**config.mk**
```make
export PLATFORM = sky130hd
export DESIGN_NAME = and_unit_arbiter
export DESIGN_NICKNAME = d
export VERILOG_FILES = /design/src/rtl/and_unit_arbiter.sv
export SDC_FILE = /design/constraint.sdc
export NUM_CORES = 1
export LEC_CHECK = 0
export BUFFER_PORTS_ARGS = -buffer_cell sky130_fd_sc_hd__clkbuf_2
export CORE_MARGIN = 4
export CORE_UTILIZATION = 44
export CTS_CLUSTER_DIAMETER = 80
export DETAILED_ROUTE_END_ITERATION = 8
export PLACE_DENSITY_LB_ADDON = 0.15
export SETUP_SLACK_MARGIN = 0.05
export SLEW_MARGIN = 20
export SYNTH_ARGS = -nofsm -noshare
export SYNTH_HDL_FRONTEND = slang
export SYNTH_SLANG_ARGS = --single-unit
```
**constraint.sdc**
```tcl
create_clock -name clk -period 1.9 [get_ports clk]
set_input_delay 0.095 -clock clk [delete_from_list [all_inputs] [get_ports clk]]
set_output_delay 0.095 -clock clk [all_outputs]
set_load 0.005 [all_outputs]
```
**src/rtl/and_unit_arbiter.sv**
```systemverilog
// Round-robin arbiter in front of one shared registered AND unit.
// One operation in flight; a new grant may coincide with the consumption of the last result.
module and_unit_arbiter #(
    parameter int NREQ = 4,
    parameter int W    = 8,
    parameter int IDW  = $clog2(NREQ),
    parameter int CNTW = 16
) (
    input  logic                clk,
    input  logic                rst,
    input  logic [NREQ-1:0]     req_valid,
    input  logic [NREQ*W-1:0]   req_a,
    input  logic [NREQ*W-1:0]   req_b,
    output logic [NREQ-1:0]     req_ready,
    output logic                rsp_valid,
    input  logic                rsp_ready,
    output logic [W-1:0]        rsp_c,
    output logic [IDW-1:0]      rsp_id,
    output logic                busy,
    output logic [CNTW-1:0]     op_count
);

    typedef enum logic {
        IDLE = 1'b0,
        RESP = 1'b1
    } state_t;

    state_t          state_q, state_d;
    logic [IDW-1:0]  ptr_q, ptr_d;
    logic [W-1:0]    rsp_c_q, rsp_c_d;
    logic [IDW-1:0]  rsp_id_q, rsp_id_d;
    logic [CNTW-1:0] op_count_q, op_count_d;

    logic [W-1:0]    a_arr [NREQ];
    logic [W-1:0]    b_arr [NREQ];

    logic            can_accept;
    logic            grant_found;
    logic [IDW-1:0]  grant_id;
    logic [IDW:0]    scan_idx;

    genvar gi;
    generate
        for (gi = 0; gi < NREQ; gi++) begin : g_unpack
            assign a_arr[gi] = req_a[gi*W +: W];
            assign b_arr[gi] = req_b[gi*W +: W];
        end
    endgenerate

    // Priority search starting at ptr; one extra bit lets ptr+k exceed NREQ before the explicit wrap.
    always_comb begin
        grant_found = 1'b0;
        grant_id    = '0;
        scan_idx    = '0;
        for (int k = 0; k < NREQ; k++) begin
            scan_idx = {1'b0, ptr_q} + (IDW+1)'(k);
            if (scan_idx >= (IDW+1)'(NREQ)) begin
                scan_idx = scan_idx - (IDW+1)'(NREQ);
            end
            if (!grant_found && req_valid[scan_idx[IDW-1:0]]) begin
                grant_found = 1'b1;
                grant_id    = scan_idx[IDW-1:0];
            end
        end
    end

    always_comb begin
        state_d    = state_q;
        ptr_d      = ptr_q;
        rsp_c_d    = rsp_c_q;
        rsp_id_d   = rsp_id_q;
        op_count_d = op_count_q;
        req_ready  = '0;
        can_accept = (state_q == IDLE) || rsp_ready;

        if (state_q == RESP && rsp_ready && op_count_q != {CNTW{1'b1}}) begin
            op_count_d = op_count_q + CNTW'(1);
        end

        if (can_accept && grant_found && !rst) begin
            req_ready[grant_id] = 1'b1;
            rsp_c_d  = a_arr[grant_id] & b_arr[grant_id];
            rsp_id_d = grant_id;
            ptr_d    = (grant_id == IDW'(NREQ-1)) ? '0 : grant_id + IDW'(1);
            state_d  = RESP;
        end else if (state_q == RESP && rsp_ready) begin
            state_d = IDLE;
        end
    end

    always_ff @(posedge clk) begin
        if (rst) begin
            state_q    <= IDLE;
            ptr_q      <= '0;
            rsp_c_q    <= '0;
            rsp_id_q   <= '0;
            op_count_q <= '0;
        end else begin
            state_q    <= state_d;
            ptr_q      <= ptr_d;
            rsp_c_q    <= rsp_c_d;
            rsp_id_q   <= rsp_id_d;
            op_count_q <= op_count_d;
        end
    end

    assign rsp_valid = (state_q == RESP);
    assign busy      = (state_q == RESP);
    assign rsp_c     = rsp_c_q;
    assign rsp_id    = rsp_id_q;
    assign op_count  = op_count_q;

endmodule

```
==> flow_summary.ini <==
[synthesis]
ys.warnings.count = 0
mappedNetlistArea_um2 = 1760
netlist_instances = 206
avgSynthCellArea_um2 = 8.54
unique_masters_post_synth = 38
register_bit_count_reported_by_yosys = 29
synth_seq_area_share = 0.330
postSynthNetCount = 282

[worst_setup_path]
worstPathRequired_ns = 1.80
worst_setup_path_start_kind = flop
timing.setup.critical_path_class = flop to output port
setup.worst_path.end = req_ready[3]
worstReg2RegStart = ptr_q[1]
crit-reg2reg-capture = rsp_c[1]
worstSetupStartpoint = ptr_q[1]
worstRegToRegCells = 7
worstPathMaxFanout = 5
setup.worst_path.end_class = output port
cp_data_arrival_time_ns = 1.73
reg2reg_setup_slack_ns = 0.12

[timing]
setup_viol_count_final = 0
min_hold_slack_ns = 0.214
drv_slew = 0
skew_ns = 0.00551
post-route-min-period_ns = 1.83
slew_headroom = 0.610
achievable-frequency_mhz = 547
rsz_0062_raised_after_global_routing = true
fin_crit_sh = 0.962
worstMarginPinSlew_ns = 0.581
finalHoldViolations = 0
totalNegativeSetupSlack_ns = 0

[run]
max-cap-violations = 0

[floorplanning]
design.portCount = 103
die-height_um = 71.2
core_area_um2 = 3770
num_rows = 22
initial_core_util = 0.466
die-area_um2 = 5070
die_x_extent_um = 71.2

[final_layout]
drive_gt1_frac = 0.458
commonest_cells_after_routing_fill_and_taps_aside = 102 x clkbuf_2, 41 x nand2_1, 27 x dfxtp_1, 18 x mux2i_1, 14 x nor2_1
register_area_um2 = 586
layout.cells.most_common = clkbuf_2
finalCoreUtilization = 0.672
final_net_count = 396
n_antenna_cell = 0
multi_input_comb_area_um2 = 1130
layout-area-overhead-vs-synth_pct = 44.0
layout.filler_cells = 347
post_layout_nonfiller_instances = 369

[clock_tree]
cts.sinks = 29
clockRootBuffer = clkbuf_8
total_cts_buffers = 5
clk_pin_slew_ns = 0.06
worstSkewPairLatency_ns = 0.27
tritoncts = yes
max-clock-path-buffers = 2
clock_tree.htree_level_count = 2

[global_routing]
grt_antenna_before_repair = 0
largest_net_degree_at_the_start_of_global_routing = 21
grt_pass1_vias = 1753
grt_pass1_wl_um = 7750
globalRouteTotalUtil = 0.187
globalRoute.totalOverflow = 0

[drt]
wl_per_cell_um = 13.1
wl_um = 4850
postRouteAntennaNets = 0
vias_per_cell = 5.11
detailroute.via_count = 1886
detailedRoute.firstPassIterationCount = 4
drc = 0
drt_first_iter_violations = 62

[place]
inst_count_dp = 355
gp_congestion = 0.796
portBuffers = 102
hpwlAfterDp_um = 3740

[power]
cellLeakagePower_nw = 1.26
totalPowerFinal_w = 0.00174
ir_worst_vdd_mv = 0.469
p_per_area_nw_per_um2 = 688

[outcome]
run_status = complete, no violations

[min_path]
worstHoldPathType = input pin to flop
state kept, by name (all words and copies together), names as in the netlist:
signal    count
op_count     16
rsp_id        2
busy          1
ptr_q         2
rsp_c         8
area by class of cell:
| cell class | instances | share of cell area |
|---|---|---|
| clock buffer | 7 | 0.0380 |
| clock inverter | 1 | 0.00198 |
| inverter | 4 | 0.00593 |
| multi-input combinational | 166 | 0.446 |
| sequential | 29 | 0.231 |
| tap | 48 | 0.0237 |
| timing repair buffer | 114 | 0.253 |
power by group:
| part | switching, W | internal (W) | total [W] | leakage (nW) |
|---|---|---|---|---|
| Sequential | 0.0000279 | 0.000654 | 0.000682 | 0.237 |
| Combinational | 0.000224 | 0.000283 | 0.000507 | 0.973 |
| Clock | 0.000227 | 0.000327 | 0.000554 | 0.0542 |
worst max-delay path: stages (launching register included):
cell	delay, ns
dfxtp_4	0.38
mux2i_1	0.23
nor2_2	0.09
nor3_4	0.26
buf_4	0.17
ha_4	0.12
and2_4	0.11
clkbuf_2	0.10
layer usage:
metal	GRT usage	up-vias	routed length, um	share of wire
li1	-	965	-	-
met1	0.245	859	2030	0.42
met2	0.309	57	2470	0.51
met3	0.0477	5	314	0.065
met4	0.0438	0	35	0.0072
met5	0	-	0	0
timing repair:
item	CTS	global route
buffers inserted	3	2
setup endpoints to repair	4	5
gates cloned	1	0
gates resized for setup	3	13
pin swaps	1	2
hold buffers	0	0
worst min-delay path by stage:
stage	startpoint	end	slack, ns	cells past startpoint
floorplan	rsp_ready	busy	0.32	3
global placement	rsp_id[1]	rsp_id[1]	0.46	2
detailed placement	rsp_id[1]	rsp_id[1]	0.47	2
CTS	rsp_ready	op_count[2]	0.21	3
global route	rsp_ready	op_count[2]	0.24	3
finish	rsp_ready	op_count[2]	0.21	3
synthesized netlist by cell type:
| library cell | number | area [um2] |
|---|---|---|
| nand2_1 | 41 | 154 |
| dfxtp_1 | 29 | 581 |
| mux2i_1 | 18 | 180 |
| nor2_1 | 17 | 63.8 |
| xnor2_1 | 11 | 96.3 |
| a21oi_1 | 9 | 45.0 |
| a221o_1 | 9 | 90.1 |
| and3_1 | 6 | 37.5 |
| nand3_1 | 6 | 30.0 |
| ha_1 | 5 | 62.6 |
| a211oi_1 | 4 | 30.0 |
| and2_1 | 4 | 25.0 |
| inv_1 | 4 | 15.0 |
| and3_2 | 3 | 22.5 |
| nand4_1 | 3 | 18.8 |
| nor2b_1 | 3 | 18.8 |
| nor3_1 | 3 | 15.0 |
| nor4_1 | 3 | 18.8 |
| o21ai_0 | 3 | 15.0 |
| and4_1 | 2 | 17.5 |
| buf_12 | 2 | 40.0 |
| buf_4 | 2 | 15.0 |
| clkbuf_1 | 2 | 7.51 |
| nand2b_1 | 2 | 12.5 |
| nor3_2 | 2 | 20.0 |
| a31o_2 | 1 | 8.76 |
| a31oi_1 | 1 | 6.26 |
| dlygate4sd1_1 | 1 | 8.76 |
| nand2_2 | 1 | 6.26 |
| nor2_2 | 1 | 6.26 |
| nor3b_1 | 1 | 7.51 |
| nor4_2 | 1 | 12.5 |
| nor4_4 | 1 | 21.3 |
| nor4b_1 | 1 | 8.76 |
| nor4b_2 | 1 | 15.0 |
| o21ai_2 | 1 | 8.76 |
| or3_1 | 1 | 6.26 |
| or3_4 | 1 | 11.3 |
cell families after synthesis:
logic type,count (synthesis),share of synthesized area
compound gates,28,0.116
xor+xnor,11,0.0548
simple gates,104,0.312
buf+inv,11,0.0491
mux,18,0.102
flops,29,0.330
fa+ha+maj,5,0.0356
metrics by stage:
step	instance area, um2	setup WS (ns)
after CTS	2480	0.0651
final	2530	0.0717
after floorplan	1760	0.229
after detailed placement	2320	0.167
after global routing	2530	-0.00620
after global placement	2320	0.219
Power figures use the tool's default switching activity.
